`src/rtl/uart_word_fetch.sv`:
```
// UART fetch engine: sends a request address as 8N1 bytes on tx, then assembles a DATA_W-bit reply from rx.
// Define UART_WORD_FETCH_PARITY_EN for 8E1 framing with even-parity generation and checking.
module uart_word_fetch #(
  parameter int BIT_DIV     = 163,
  parameter int ADDR_W      = 32,
  parameter int DATA_W      = 32,
  parameter int TIMEOUT_CYC = 1000000
) (
  input  logic              clk,
  input  logic              reset,
  input  logic              req_valid,
  output logic              req_ready,
  input  logic [ADDR_W-1:0] req_addr,
  input  logic              rx,
  output logic              tx,
  output logic              rsp_valid,
  output logic [DATA_W-1:0] rsp_data,
  output logic              rsp_err,
  output logic              busy,
  output logic [2:0]        state_dbg
);
  // Handshake: a request transfers on a clk edge with req_valid && req_ready; req_ready is high only
  // in IDLE. rsp_valid is a single-cycle pulse with no back-pressure; rsp_err qualifies it.

  localparam int NB_TX = ADDR_W / 8;
  localparam int NB_RX = DATA_W / 8;
  localparam int HALF  = BIT_DIV / 2;
  localparam int BCW   = $clog2(BIT_DIV);
  localparam int TOW   = $clog2(TIMEOUT_CYC + 1);
`ifdef UART_WORD_FETCH_PARITY_EN
  localparam int NBITS = 9;
`else
  localparam int NBITS = 8;
`endif

  typedef enum logic [2:0] {
    IDLE     = 3'd0,
    TX_START = 3'd1,
    TX_BITS  = 3'd2,
    TX_STOP  = 3'd3,
    RX_WAIT  = 3'd4,
    RX_BITS  = 3'd5,
    RX_STOP  = 3'd6,
    DONE     = 3'd7
  } state_t;

  state_t            state, state_nx;
  logic [BCW-1:0]    bit_cnt;
  logic [3:0]        bit_idx;
  logic [3:0]        byte_idx;
  logic [TOW-1:0]    to_cnt;
  logic [ADDR_W-1:0] addr_sh;
  logic [DATA_W-1:0] data_sh;
  logic              rx_s1, rx_s2, rx_prev;
  logic              start_chk;
  logic              tx_nx;
  logic              par;

  logic bit_end, half_end, last_tx, last_rx, to_hit, fall, frame_bad;
  assign bit_end   = (bit_cnt == BCW'(BIT_DIV - 1));
  assign half_end  = (bit_cnt == BCW'(HALF - 1));
  assign last_tx   = (byte_idx == 4'(NB_TX - 1));
  assign last_rx   = (byte_idx == 4'(NB_RX - 1));
  assign to_hit    = (to_cnt == TOW'(TIMEOUT_CYC - 1));
  assign fall      = rx_prev & ~rx_s2;
  assign frame_bad = ~rx_s2 | par;

`ifdef UART_WORD_FETCH_PARITY_EN
  // Running XOR over the data bits; on RX it also absorbs the parity bit, so nonzero means mismatch.
  always_ff @(posedge clk or posedge reset) begin
    if (reset) par <= 1'b0;
    else if (state == TX_START || state == RX_WAIT) par <= 1'b0;
    else if (state == TX_BITS && bit_end && bit_idx < 4'd8) par <= par ^ addr_sh[0];
    else if (state == RX_BITS && !start_chk && bit_end) par <= par ^ rx_s2;
  end
`else
  assign par = 1'b0;
`endif

  always_ff @(posedge clk or posedge reset) begin
    if (reset) state <= IDLE;
    else       state <= state_nx;
  end

  always_comb begin
    state_nx = state;
    unique case (state)
      IDLE:     if (req_valid) state_nx = TX_START;
      TX_START: if (bit_end) state_nx = TX_BITS;
      TX_BITS:  if (bit_end && bit_idx == 4'(NBITS - 1)) state_nx = TX_STOP;
      TX_STOP:  if (bit_end) state_nx = last_tx ? RX_WAIT : TX_START;
      RX_WAIT: begin
        if (to_hit)    state_nx = DONE;
        else if (fall) state_nx = RX_BITS;
      end
      RX_BITS: begin
        if (start_chk) begin
          if (half_end && rx_s2) state_nx = RX_WAIT;
        end else if (bit_end && bit_idx == 4'(NBITS - 1)) begin
          state_nx = RX_STOP;
        end
      end
      RX_STOP:  if (bit_end) state_nx = (frame_bad || last_rx) ? DONE : RX_WAIT;
      DONE:     state_nx = IDLE;
      default:  state_nx = IDLE;
    endcase
  end

  always_comb begin
    tx_nx = 1'b1;
    case (state)
      TX_START: tx_nx = 1'b0;
      TX_BITS:  tx_nx = bit_idx[3] ? par : addr_sh[0];
      default:  tx_nx = 1'b1;
    endcase
    req_ready = (state == IDLE);
    busy      = (state != IDLE);
    rsp_valid = (state == DONE);
    state_dbg = state;
  end

  always_ff @(posedge clk or posedge reset) begin
    if (reset) begin
      tx        <= 1'b1;
      rx_s1     <= 1'b1;
      rx_s2     <= 1'b1;
      rx_prev   <= 1'b1;
      bit_cnt   <= '0;
      bit_idx   <= '0;
      byte_idx  <= '0;
      to_cnt    <= '0;
      addr_sh   <= '0;
      data_sh   <= '0;
      start_chk <= 1'b0;
      rsp_data  <= '0;
      rsp_err   <= 1'b0;
    end else begin
      rx_s1   <= rx;
      rx_s2   <= rx_s1;
      rx_prev <= rx_s2;
      tx      <= tx_nx;
      // Zero everywhere outside RX_WAIT, so every entry (including a glitch return) starts fresh.
      to_cnt  <= (state == RX_WAIT) ? to_cnt + TOW'(1) : '0;
      case (state)
        IDLE: begin
          bit_cnt  <= '0;
          bit_idx  <= '0;
          byte_idx <= '0;
          if (req_valid) addr_sh <= req_addr;
        end
        TX_START: begin
          bit_cnt <= bit_end ? '0 : bit_cnt + BCW'(1);
          bit_idx <= '0;
        end
        TX_BITS: begin
          bit_cnt <= bit_end ? '0 : bit_cnt + BCW'(1);
          if (bit_end) begin
            bit_idx <= bit_idx + 4'd1;
            if (bit_idx < 4'd8) addr_sh <= addr_sh >> 1;
          end
        end
        TX_STOP: begin
          bit_cnt <= bit_end ? '0 : bit_cnt + BCW'(1);
          if (bit_end) byte_idx <= last_tx ? '0 : byte_idx + 4'd1;
        end
        RX_WAIT: begin
          bit_cnt   <= '0;
          bit_idx   <= '0;
          start_chk <= 1'b1;
          if (to_hit) begin
            rsp_data <= '0;
            rsp_err  <= 1'b1;
          end
        end
        RX_BITS: begin
          if (start_chk) begin
            bit_cnt <= half_end ? '0 : bit_cnt + BCW'(1);
            if (half_end) start_chk <= 1'b0;
          end else begin
            bit_cnt <= bit_end ? '0 : bit_cnt + BCW'(1);
            if (bit_end) begin
              bit_idx <= bit_idx + 4'd1;
              if (bit_idx < 4'd8) data_sh <= {rx_s2, data_sh[DATA_W-1:1]};
            end
          end
        end
        RX_STOP: begin
          bit_cnt <= bit_end ? '0 : bit_cnt + BCW'(1);
          if (bit_end) begin
            byte_idx <= byte_idx + 4'd1;
            if (frame_bad || last_rx) begin
              rsp_data <= frame_bad ? '0 : data_sh;
              rsp_err  <= frame_bad;
            end
          end
        end
        default: ;
      endcase
    end
  end
endmodule

```
`config.mk`:
```
export PLATFORM = sky130hd
export DESIGN_NAME = uart_word_fetch
export DESIGN_NICKNAME = d
export VERILOG_FILES = /design/src/rtl/uart_word_fetch.sv
export SDC_FILE = /design/constraint.sdc
export NUM_CORES = 1
export LEC_CHECK = 0
export CORE_UTILIZATION = 30
export DETAILED_ROUTE_END_ITERATION = 16
export PLACE_DENSITY = 0.56
export SLEW_MARGIN = 20
export SYNTH_ARGS = -nofsm -noshare
export SYNTH_HDL_FRONTEND = slang
export SYNTH_SLANG_ARGS = --single-unit
```
`constraint.sdc`:
```
create_clock -name clk -period 8.6 [get_ports clk]
set_input_delay 2.15 -clock clk [delete_from_list [all_inputs] [get_ports clk]]
set_output_delay 2.15 -clock clk [all_outputs]
set_load 0.02 [all_outputs]
```
==> impl_metrics.py <==
metrics = {
    "placement": {
        "io_buffers": 75,
        "gp_congestion": 0.791,
        "dp_hpwl_mm": 8.41,
    },
    "floorplan": {
        "coreArea_um2": 20400,
        "die_w_um": 147,
        "fp.dieH_um": 147,
        "io_pins": 76,
        "dieArea_um2": 21600,
        "start_util": 0.308,
        "rows": 52,
    },
    "critical_path": {
        "arrival_ns": 2.50,
        "cp-start-kind": "flip-flop",
        "worstReg2RegStart": "state_dbg[2]",
        "cp_slowest_cell": "clkdlybuf4s50_1",
        "crit_type": "reg2out",
        "r2r_slack_ns": 5.76,
        "cp_cell_sequence": "or2_2 > nor2_1 > clkdlybuf4s50_1",
        "critPathBufInv": 1,
        "required_ns": 6.45,
        "max_stage_delay_ns": 0.68,
        "timing.critical_path.from": "state_dbg[1]",
        "critPathTopFamily": "simple AND/OR/NAND/NOR gates",
        "cp_max_fo": 24,
        "crit_path_end_kind": "output pin",
    },
    "cells_and_area": {
        "antennaDiodeCount": 0,
        "drive_gt1_frac": 0.138,
        "n_fill_cell": 2008,
        "syn_to_final_growth_pct": 26.2,
        "fin_nets": 668,
    },
    "clock_network": {
        "clkSinkCount": 141,
        "cts_tree": "built",
        "clk_pin_slew_ns": 0.07,
        "holdBufCountCts": 0,
        "post_cts_buffers": 0,
        "numCtsBuffers": 17,
        "clkLatencyLatePin_ns": 0.42,
        "max-clock-path-buffers": 2,
        "htreeDepth": 4,
        "root_buffer": "clkbuf_16",
        "cts_resized": 0,
    },
    "yosys": {
        "ys_ff_latch": 141,
        "ys_types": 58,
        "synthArstFlopShare": 1.00,
        "netlist_instances": 556,
        "syn_area_per_cell_um2": 11.3,
        "synth-main-ff-cell": "dfrtp_1",
        "synth_warnings": 0,
        "synth_edf_count": 0,
        "syn-cell-area_um2": 6300,
        "ys_seq_area_frac": 0.561,
        "synth_top_area_cell": "dfrtp_1",
        "synthTopCellsByArea": "dfrtp_1 54%, mux2_2 5.7%, mux2i_1 4.9%",
        "synth_top_area_frac": 0.544,
        "mappedNetlistNets": 598,
    },
    "global_route": {
        "track_usage": 0.129,
        "grt_pass1_vias": 4508,
        "antenna_found_initial": 0,
        "grt-ovfl-total": 0,
        "grt_max_degree": 87,
        "grt_pass1_wl_mm": 22.2,
    },
    "timing": {
        "rsz0062_at_grt": "no",
        "hold_viol_final": 0,
        "fin_crit_ns": 4.65,
        "maxSlewHeadroom": 0.447,
        "timing.final.max_slew_violations": 0,
        "clock.fmax_mhz": 215,
        "period_share": 0.541,
        "finalSetupTns_ns": 0,
        "tightest_slew_ns": 0.829,
        "setup_viol": 0,
        "clock_skew_ns": 0.0104,
    },
    "pwr": {
        "power.density_nw_per_um2": 179,
        "power_frac_clock": 0.507,
        "switchingPower_mw": 0.349,
        "internal-power_mw": 1.07,
        "irDropWorstVdd_v": 0.000128,
        "p_comb_frac": 0.025,
        "finalPower_mw": 1.42,
        "power.leakage_nw": 3.40,
        "seqPwrFrac": 0.468,
        "swShare": 0.246,
    },
    "min_path": {
        "hold_path_class": "reg2reg",
        "min_from": "rx_s1",
    },
    "route": {
        "via_count": 4376,
        "dr.first_iter.drc_count": 300,
        "wl_mm": 12.9,
        "wire_per_inst_um": 14.2,
        "viasPerCell": 4.81,
        "drc_errors": 0,
        "drtPass1Iterations": 4,
        "final_antenna_net_count": 0,
    },
    "flow_run": {
        "maxCapViolations": 0,
    },
    "status": {
        "status": "completed",
    },
}
-- area by class of cell --
class | instances | area (um2) | area share
Sequential cell | 141 | 3530 | 0.445
Multi-Input combinational cell | 371 | 2610 | 0.329
Timing Repair Buffer | 81 | 816 | 0.103
Clock buffer | 17 | 425 | 0.0535
Tap cell | 270 | 338 | 0.0425
Clock inverter | 15 | 161 | 0.0203
Inverter | 14 | 57.6 | 0.00724
-- logic make-up after synthesis --
| kind of cell | count (synthesis) | synth area share |
|---|---|---|
| mux | 64 | 0.108 |
| buf+inv | 44 | 0.0290 |
| compound gates | 116 | 0.129 |
| flops | 141 | 0.561 |
| fa+ha+maj | 6 | 0.0119 |
| xor+xnor | 23 | 0.0320 |
| simple gates | 162 | 0.129 |
-- cell usage after synthesis, drive strengths merged, types with 2 or more instances --
library cell	n
dfrtp	137
nor2	68
a21oi	44
a22o	33
mux2	33
mux2i	31
nand2	21
clkbuf	18
nand3	15
inv	14
o21ai	14
xor2	14
nand4	13
buf	12
nor3	9
xnor2	9
nand2b	7
ha	6
o31ai	5
or3	5
dfstp	4
nor4b	4
a31oi	3
or2	3
or3b	3
a2111oi	2
a221o	2
a41oi	2
and2	2
and3	2
and4	2
nor2b	2
nor4bb	2
-- metal layers --
layer | part of all wire | track usage | vias up
li1 | - | - | 2147
met1 | 0.47 | 0.170 | 2125
met2 | 0.46 | 0.195 | 91
met3 | 0.055 | 0.0432 | 13
met4 | 0.013 | 0.0458 | 0
met5 | 0 | 0 | -
-- power by group through the flow --
stage | Sequential [mW] | Combinational, mW | Clock [mW]
3_5_place_dp | 0.678 | 0.0363 | 0
3_3_place_gp | 0.678 | 0.0358 | 0
6_report | 0.665 | 0.0348 | 0.721
2_1_floorplan | 0.677 | 0.0141 | 0
4_1_cts | 0.665 | 0.0362 | 0.745
5_1_grt | 0.665 | 0.0394 | 0.771
-- path summary, 6_finish.rpt --
path	cells after the start	endpoint
setup / recovery	3	req_ready
hold / removal	0	rx_s2
setup reg to reg	5	rsp_data[21]
hold reg to reg	0	rx_s2
max in group asynchronous	3	addr_sh[17]
min in group asynchronous	2	bit_idx[1]
-- metrics by stage --
stage | area (um2) | instances | hold WS (ns) | utilization | setup WS, ns
finish | 7950 | 909 | 0.356 | 0.389 | 3.95
global route | 7950 | 909 | 0.362 | 0.389 | 3.80
CTS | 7910 | 908 | 0.357 | 0.387 | 3.95
detailed placement | 7320 | 876 | 0.347 | 0.358 | 4.43
global placement | 7320 | 876 | 0.347 | 0.358 | 4.47
floorplan | 6300 | 556 | 0.345 | - | 2.68
-- sequential cells by signal, indices dropped and copies added, names as in the netlist --
signal and count:
addr_sh 32, bit_cnt 8, bit_idx 4, byte_idx 4
data_sh 32, rsp_data 32, rsp_err 1, rx_prev 1
rx_s1 1, rx_s2 1, start_chk 1, state_dbg 3
to_cnt 20, tx 1
-- placed cells by master, fill, tap and decap left out, drive strengths merged, types with 3 or more instances in the layout --
master / n
a31oi: 3
nor2: 68
clkdlybuf4s50: 75
o31ai: 5
inv: 25
xnor2: 9
buf: 6
nor4b: 4
nand2b: 7
ha: 6
dfrtp: 137
or2: 3
clkbuf: 17
a21oi: 44
xor2: 14
nor3: 9
dfstp: 4
nand4: 13
mux2i: 31
o21ai: 14
nand3: 15
or3: 5
or3b: 3
mux2: 33
a22o: 33
nand2: 21
Note: power is estimated with default switching activity, not from simulation.
